$ cat config.mk
export PLATFORM = sky130hd
export DESIGN_NAME = toggle_counter
export DESIGN_NICKNAME = d
export VERILOG_FILES = /design/src/rtl/toggle_counter.sv
export SDC_FILE = /design/constraint.sdc
export NUM_CORES = 1
export LEC_CHECK = 0
export ABC_AREA = 1
export BUFFER_PORTS_ARGS = -buffer_cell sky130_fd_sc_hd__buf_2
export CORE_MARGIN = 1
export CORE_UTILIZATION = 48
export DETAILED_ROUTE_END_ITERATION = 16
export PLACE_DENSITY = 0.77
export RECOVER_POWER = 25
export SLEW_MARGIN = 15
export SYNTH_ARGS = -nofsm -noshare
export SYNTH_HDL_FRONTEND = slang
export SYNTH_SLANG_ARGS = --single-unit
$ cat constraint.sdc
create_clock -name clk -period 2.1 [get_ports clk]
set_clock_uncertainty 0.2 [all_clocks]
set_input_delay 0 -clock clk [delete_from_list [all_inputs] [get_ports clk]]
set_output_delay 0 -clock clk [all_outputs]
set_load 0.02 [all_outputs]
$ cat src/rtl/toggle_counter.sv
// Loadable register with hold, per-bit toggle, and modulo up/down count modes.
// q_n is a separate flop bank so both polarities come straight off registers.
module toggle_counter #(
  parameter int WIDTH   = 4,
  parameter int MODULUS = 10
) (
  input  logic             clk,
  input  logic             rst,
  input  logic             en,
  input  logic [1:0]       mode,
  input  logic [WIDTH-1:0] t,
  input  logic             load,
  input  logic [WIDTH-1:0] din,
  output logic [WIDTH-1:0] q,
  output logic [WIDTH-1:0] q_n,
  output logic             tc,
  output logic             wrap
);

  typedef enum logic [1:0] {
    MODE_HOLD   = 2'b00,
    MODE_TOGGLE = 2'b01,
    MODE_UP     = 2'b10,
    MODE_DOWN   = 2'b11
  } mode_e;

  // Terminal value kept one bit wider so MODULUS = 2^WIDTH is representable.
  localparam logic [WIDTH:0] TOP = (WIDTH + 1)'(MODULUS - 1);

  mode_e          mode_sel;
  logic [WIDTH:0] cnt_ext;
  logic [WIDTH-1:0] cnt_d, cnt_q;
  logic [WIDTH-1:0] cnt_n_q;
  logic           wrap_d, wrap_q;

  assign mode_sel = mode_e'(mode);
  assign cnt_ext  = {1'b0, cnt_q};

  always_comb begin
    // NOTE: every output of this block gets a default first, so no path
    // through the if/case leaves a variable unassigned and infers a latch.
    cnt_d  = cnt_q;
    wrap_d = 1'b0;
    if (load) begin
      cnt_d = din;
    end else if (en) begin
      unique case (mode_sel)
        MODE_HOLD:   cnt_d = cnt_q;
        MODE_TOGGLE: cnt_d = cnt_q ^ t;
        MODE_UP: begin
          if (cnt_ext >= TOP) begin
            cnt_d  = '0;
            wrap_d = 1'b1;
          end else begin
            cnt_d = cnt_q + WIDTH'(1);
          end
        end
        MODE_DOWN: begin
          // Zero and out-of-range values both land on the terminal value.
          if (cnt_ext == '0 || cnt_ext > TOP) begin
            cnt_d  = TOP[WIDTH-1:0];
            wrap_d = 1'b1;
          end else begin
            cnt_d = cnt_q - WIDTH'(1);
          end
        end
        default: cnt_d = cnt_q;
      endcase
    end
  end

  always_ff @(posedge clk) begin
    // NOTE: state is updated with non-blocking assignments so every flop
    // samples pre-edge values regardless of statement order.
    if (rst) begin
      cnt_q   <= '0;
      cnt_n_q <= '1;
      wrap_q  <= 1'b0;
    end else begin
      cnt_q   <= cnt_d;
      cnt_n_q <= ~cnt_d;
      wrap_q  <= wrap_d;
    end
  end

  assign q    = cnt_q;
  assign q_n  = cnt_n_q;
  assign wrap = wrap_q;
  assign tc   = ((mode_sel == MODE_UP)   && (cnt_ext >= TOP)) ||
                ((mode_sel == MODE_DOWN) && (cnt_q == '0));

endmodule

# --- Word level (Yosys, flattened, before mapping) ---
# Index checks and enable logic that the tools add are counted.
# Widths: inputs -> output; s select.
op_classes:
  addsub: 2
  n_lt_le_gt_ge: 2
  n_eq_ne: 3
  mux: 8
  n_bitwise: 3
  n_reduce_logical: 8
op_table:
  columns: ["op", "count"]
  rows:
  - ["$mux 4", 4]
  - ["$pmux 4 s4", 1]
  - ["$logic_not 5->1", 1]
  - ["$add 4x1->4 const B", 1]
  - ["$eq 2x2->1 const B", 2]
  - ["$ge 4x4->1 const B", 1]
  - ["$gt 4x4->1 const B", 1]
  - ["$logic_not 4->1", 1]
  - ["$not 4->4", 1]
  - ["$sub 4x1->4 const B", 1]
  - ["$xor 4x4->4", 1]
  - ["$reduce_or 3->1", 1]
  - ["$eq 2x1->1 const B", 1]
  - ["$logic_and 1x1->1", 2]
  - ["$logic_not 2->1", 1]
  - ["$logic_or 1x1->1", 2]
  - ["$mux 1", 2]
  - ["$pmux 1 s2", 1]
  - ["$not 1->1", 1]
word_totals:
  regBits: 9
  inputBits: 14
  output_inout_bits: 10
  word_cells: 29

# --- Logic depth before layout (Yosys ltp) ---
# Gate-level depths: netlist of run 1.
depth:
  depth_word: 7
  depth_mapped: 11
  ltp_nobuf: 11

# --- Worst setup path before layout of run 1 ---
# No wires, ideal clock.
synth_timing:
  path_kind: "reg2reg"
  from: "register with a tool-made name"
  to: "register with a tool-made name"
  setup_ps: 114
  arrival_ps: 1446
  t_required_ps: 1786
  path_slack_ps: 340
  path_stages_with_launch: 10
  path_buffers: 0
  period_less_slack_ps: 1760
  path_cell_list: "dfxtp_1 > inv_2 > ha_1 > nand2_4 > nand2_4 > nand3_2 > nand2_1 > nand2_1 > nand4_1 > a21o_1"

# --- Final worst setup path of run 1 ---
layout_timing:
  from: "input mode[0]"
  to: "register cnt_n_q[1], in the netlist q_n[1]"
layout_between:
  elab_chain_cells: 5
  elab_cells_between_ends: 8
  classes_between: "eq/ne: 3; mux: 3; bitwise: 1; reduce/logical: 1"
layout_lines:
  columns: ["item", "line_no", "rtl"]
  rows:
  - ["from (decl)", "10", "input logic [1:0] mode,"]
  - ["$eq 2x2->1, or another cell as far along", "47", "unique case (mode_sel)"]
  - ["$pmux 4 s4 (*)", "47", null]
  - ["$mux 4 (*)", "46", "end else if (en) begin"]
  - ["$mux 4 (*)", "44", "if (load) begin"]
  - ["$not 4->4 (*)", "81", "cnt_n_q <= ~cnt_d;"]
  - ["to (signal assigned)", "81", null]
  - ["to (decl)", "33", "logic [WIDTH-1:0] cnt_n_q;"]
# Mark *: on every way between the ends. The rest lies on a longest branch, timed or not.
# A chain may end at the register's enable or synchronous reset.

==> impl_metrics.env, run 1 <==
export IMPL_fmax_ghz=0.502
export IMPL_die_y_um=40.4
export IMPL_timing_final_hold_violations=0
export IMPL_routed_top_layer="met3"
export IMPL_syn_num_nets=120
export IMPL_end_kind="flop"
export IMPL_grt_ovfl_total=0
export IMPL_r2r_setup_slack_ps=290
export IMPL_min_from="t[0]"
export IMPL_antenna_found_initial=0
export IMPL_p_clk_share_pct=25.2
export IMPL_nNetsFinal=157
export IMPL_antenna_cells=0
export IMPL_drtAntennaViolNets=0
export IMPL_wl_um=1750
export IMPL_wl_per_cell_um=11.4
export IMPL_grt_max_degree=12
export IMPL_finalCritPeriodShare_pct=94.9
export IMPL_worstPathArrival_ps=1920
export IMPL_p_total_uw=510
export IMPL_path_cells="dlygate4sd3_1 -> buf_2 -> inv_2 -> a21oi_2 -> nor2_1 -> a22oi_1 -> dlygate4sd3_1 -> nand2_1 -> nand2_1"
export IMPL_cp_max_fo=5
export IMPL_synthDistinctLibCells=28
export IMPL_die_w_um=40.4
export IMPL_syn_area_um2=707
export IMPL_grt_setup_unrepaired="false"
export IMPL_routed_wl_met3_um=88
export IMPL_fin_util_pct=71.2
export IMPL_pwr_density_cell_nw_per_um2=537
export IMPL_p_comb_share_pct=34.7
export IMPL_cap_violations=0
export IMPL_worst_slew_pin_transition_ps=537
export IMPL_drt_initial_drc_count=22
export IMPL_min_path_type="in -> reg"
export IMPL_route_detailed_drc=0
export IMPL_seq_area_um2=180
export IMPL_crit_type="in -> reg"
export IMPL_ys_ff_latch=9
export IMPL_slowest_delay_ps=570
export IMPL_area_growth_pct=34.3
export IMPL_grt_pass1_wl_um=2660
export IMPL_intPower_uw=330
export IMPL_fin_hold_ws_ps=15.6
export IMPL_cts_max_level=1
export IMPL_core_area_um2=1330
export IMPL_clock_sinks=9
export IMPL_status="finished, final reports clean"
export IMPL_routed_via_density=5.08
export IMPL_fin_crit_ps=1990
export IMPL_routed_via_count=782
export IMPL_ir_worst_vdd_mv=0.378
export IMPL_worst_setup_path_start_kind="input port"
export IMPL_avgSynthCellArea_um2=6.86
export IMPL_slew_violations=0
export IMPL_nFillCells=118
export IMPL_tns_ps=0
export IMPL_insertion_delay_ps=250
export IMPL_dr_pass1_iters=4
export IMPL_r2r_end="q_n[3]"
export IMPL_io_pins=24
export IMPL_rows=13
export IMPL_power_share_sequential_pct=40.1
export IMPL_multi_input_area_um2=448
export IMPL_crit_required_ps=2030
export IMPL_rr_worst_depth=10
export IMPL_holdPathStages=5
export IMPL_cts_resized=0
export IMPL_maxSlewHeadroom_pct=64.2
export IMPL_p_sw_uw=179
export IMPL_root_buffer="clkbuf_4"
export IMPL_path_clk_slew_ps=60
export IMPL_cts_tree="built"
export IMPL_netSwitchingFraction_pct=35.2
export IMPL_syn_inst=103
export IMPL_wl_met2_um=864
export IMPL_place_congestion=0.888
export IMPL_p_leak_uw=0.000470
export IMPL_numCtsBuffers=3
export IMPL_grt_pass1_vias=683
export IMPL_slowest_stage="dlygate4sd3_1"
export IMPL_cts_buffer_depth=2
export IMPL_setup_viol=0
export IMPL_hpwlAfterDp_um=1330
export IMPL_port_buffers=23
export IMPL_ys_seq_area_share_pct=25.5
export IMPL_wl_met1_um=800
export IMPL_drive_gt1_share_pct=30.9
export IMPL_yosys_warnings=0
export IMPL_hold_end="q_n[0]"
export IMPL_initial_core_util_pct=53.0
export IMPL_grt_usage_pct=24.5
export IMPL_dieArea_um2=1630
-- Yosys cell counts --
cell type | instances | share of area [%]
nand2_1 | 27 | 14
nor2_1 | 11 | 5.8
dfxtp_1 | 9 | 25
inv_2 | 7 | 3.7
nand3_1 | 7 | 5.0
inv_1 | 5 | 2.7
a21oi_1 | 3 | 2.1
ha_1 | 3 | 5.3
nand4_1 | 3 | 2.7
nor2_2 | 3 | 2.7
o21ai_0 | 3 | 2.1
a21oi_2 | 2 | 2.5
a22oi_1 | 2 | 2.1
buf_6 | 2 | 3.2
nand2_4 | 2 | 3.2
nand3_2 | 2 | 2.8
a211oi_1 | 1 | 1.1
a21o_1 | 1 | 1.1
inv_8 | 1 | 1.6
nand2_2 | 1 | 0.89
nand3_4 | 1 | 2.5
nor3_1 | 1 | 0.71
o211ai_1 | 1 | 1.1
o211ai_2 | 1 | 1.8
o21ai_1 | 1 | 0.71
or2_0 | 1 | 0.89
or2_2 | 1 | 0.89
xnor2_1 | 1 | 1.2
-- worst max-delay path: cells and delay by family --
family	cells	cell delay [ps]
compound gates	2	180
buf+inv	4	1330
simple gates	3	410
-- logic make-up (layout without fill, tap and decap cells) --
| logic type | after synthesis | after routing | share of synthesized area [%] |
|---|---|---|---|
| buffers and inverters | 15 | 51 | 11.2 |
| flip-flops | 9 | 9 | 25.5 |
| AND/OR/NAND/NOR | 60 | 60 | 42.3 |
| XOR/XNOR | 1 | 1 | 1.24 |
| adder cells (fa/ha/maj) | 3 | 3 | 5.31 |
| AO/OA/AOI/OAI | 15 | 15 | 14.5 |
-- power groups by stage --
stage	combinational, µW	clock, µW	sequential, µW
6_report	177	129	204
5_1_grt	196	142	207
4_1_cts	177	133	204
3_5_place_dp	160	0	208
3_3_place_gp	158	0	207
2_1_floorplan	112	0	213
-- worst max path at each step --
stage	start	endpoint	cells after the start
2_1_floorplan	flop	flop	9
3_3_place_gp	flop	q_n[3]	10
3_5_place_dp	flop	flop	9
4_1_cts	mode[0]	q_n[1]	9
5_1_grt	mode[0]	q_n[1]	9
6_report	mode[0]	q_n[1]	9
-- metrics by stage --
stage	setup WS, ps	std cells	cell area [µm²]
2_1_floorplan	340	103	707
3_3_place_gp	334	139	818
3_5_place_dp	318	139	818
4_1_cts	154	154	955
5_1_grt	33.3	154	950
6_report	108	154	950
-- metal layers --
layer | GRT usage (%) | vias to the layer above
li1 | - | 409
met1 | 29.8 | 350
met2 | 42.1 | 23
met3 | 9.44 | 0
met4 | 1.67 | 0
met5 | 0 | -
-- final cells by class --
type	instances	area share [%]
multi-input combinational	79	47.2
tap	15	1.98
timing repair buffer	34	23.2
sequential	9	19.0
inverter	13	5.93
clock buffer	4	2.77
-- placed cells by master (no fill, tap or decap), drive strengths merged --
master	netlist	layout
ha	3	3
nand4	3	3
clkbuf	0	8
o21ai	4	4
buf	2	19
nand3	10	10
nor3	1	1
nand2	30	30
o211ai	2	2
a21o	1	1
dfxtp	9	9
or2	2	2
a22oi	2	2
inv	13	13
nor2	14	14
dlygate4sd3	0	11
xnor2	1	1
a21oi	5	5
a211oi	1	1
-- repair_timing --
action	4_1_cts	5_1_grt
endpoints found under the setup margin	0	0
buffers inserted	0	0
hold buffers	11	0
hold endpoints to repair	9	0
No activity file was read; power rests on OpenSTA's default activity.
==> run 2: changes to the inputs <==
- CORE_UTILIZATION: 48 -> 51
- CTS_BUF_LIST: unset -> sky130_fd_sc_hd__clkbuf_8
- PLACE_DENSITY: 0.77 -> 0.81
==> impl_metrics.env, run 2 (same netlist as run 1, synthesis figures left out) <==
export IMPL_status="finished, violations left"
export IMPL_violations="design-rule violations"
export IMPL_worst_setup_path_start_kind="input port"
export IMPL_antenna_found_initial=0
export IMPL_slowest_delay_ps=580
export IMPL_path_clk_slew_ps=40
export IMPL_p_leak_uw=0.000486
export IMPL_drive_gt1_share_pct=33.1
export IMPL_grt_pass1_wl_um=2930
export IMPL_wl_per_cell_um=12.8
export IMPL_grt_ovfl_total=0
export IMPL_fin_crit_ps=1970
export IMPL_antenna_cells=0
export IMPL_maxSlewHeadroom_pct=68.5
export IMPL_dieArea_um2=1540
export IMPL_port_buffers=23
export IMPL_cap_violations=0
export IMPL_clock_sinks=9
export IMPL_routed_via_density=5.28
export IMPL_drt_initial_drc_count=32
export IMPL_finalCritPeriodShare_pct=93.7
export IMPL_grt_setup_unrepaired="false"
export IMPL_fmax_ghz=0.508
export IMPL_place_congestion=0.909
export IMPL_tns_ps=0
export IMPL_die_w_um=39.2
export IMPL_crit_type="in -> reg"
export IMPL_die_y_um=39.2
export IMPL_slew_violations=0
export IMPL_min_path_type="in -> reg"
export IMPL_core_area_um2=1300
export IMPL_cts_setup_buffers=0
export IMPL_cp_max_fo=5
export IMPL_wl_um=1970
export IMPL_end_kind="flop"
export IMPL_worstPathArrival_ps=1900
export IMPL_area_growth_pct=36.6
export IMPL_timing_final_hold_violations=0
export IMPL_cts_max_level=1
export IMPL_final_common_cell="nand2_1"
export IMPL_path_cells="dlygate4sd3_1 -> buf_2 -> inv_2 -> a21oi_2 -> nor2_2 -> a22oi_1 -> dlygate4sd3_1 -> nand2_1 -> nand2_2 -> inv_2"
export IMPL_setup_viol=0
export IMPL_nNetsFinal=157
export IMPL_most_common_layout_cells="nand2_1, buf_2, nor2_1, dfxtp_1, dlygate4sd3_1"
export IMPL_ir_worst_vdd_mv=0.464
export IMPL_hpwlAfterDp_um=1270
export IMPL_insertion_delay_ps=230
export IMPL_initial_core_util_pct=54.3
export IMPL_nFillCells=95
export IMPL_dr_pass1_iters=11
export IMPL_grt_max_degree=11
export IMPL_crit_required_ps=2030
export IMPL_drtAntennaViolNets=0
export IMPL_root_buffer="clkbuf_8"
export IMPL_pwr_density_cell_nw_per_um2=602
export IMPL_io_pins=24
export IMPL_rows=13
export IMPL_route_detailed_drc=1
export IMPL_worst_slew_pin_transition_ps=472
export IMPL_numCtsBuffers=3
export IMPL_cts_buffer_depth=2
export IMPL_grt_pass1_vias=694
export IMPL_grt_usage_pct=28.8
export IMPL_fin_hold_ws_ps=11.6
export IMPL_slowest_stage="dlygate4sd3_1"
export IMPL_cts_tree="built"
export IMPL_routed_via_count=813
-- run 2: repair_timing --
action                     4_1_cts  5_1_grt
gates resized for setup          0        1
hold endpoints to repair         8        0
hold buffers                     9        0
setup endpoints to repair        0        3
-- run 2: layout make-up --
cell class	instances	area (µm²)	share of cell area, %
inverters	13	56.3	5.83
clock inverters	1	3.75	0.389
clock buffers	3	41.3	4.27
flip-flops and latches	9	180	18.7
repair buffers	34	215	22.3
multi-input cells	79	450	46.6
well taps	15	18.8	1.94
-- run 2: stage by stage --
step | setup WS [ps] | std cells | utilization (%) | power (µW) | area [µm²]
6_report | 133 | 154 | 74.2 | 582 | 966
5_1_grt | 16.2 | 154 | 74.2 | 612 | 966
4_1_cts | 128 | 154 | 74.4 | 579 | 968
3_5_place_dp | 362 | 141 | 64.0 | 372 | 833
3_3_place_gp | 429 | 141 | 64.0 | 368 | 833
2_1_floorplan | 340 | 103 | - | 324 | 707
-- run 2: worst paths after layout --
check / startpoint / to / slack, ps / depth (start not counted)
worst max-delay path: mode[0] / flop / 130 / 10
worst min-delay path: mode[1] / wrap / 10 / 5
worst max register to register: flop / q_n[2] / 310 / 4
worst min register to register: flop / q_n[0] / 530 / 3
-- run 2: critical path, delay by kind of cell --
family | cells | cell delay (ps)
buffers and inverters | 5 | 1310
AND/OR/NAND/NOR | 3 | 250
AO/OA/AOI/OAI | 2 | 340
-- run 2: metal layers --
metal	wire length [µm]	vias to the layer above	part of all wire, %	track usage, %
li1	-	407	-	-
met5	0	-	0	0
met3	133	6	6.7	12.1
met4	48	0	2.4	9.48
met1	838	359	42	36.1
met2	953	41	48	43.8
-- run 2: power breakdown --
part / total, µW / switching (µW) / internal (µW)
registers: 202 / 17.3 / 184
clock network: 193 / 66.1 / 127
logic: 187 / 111 / 75.5
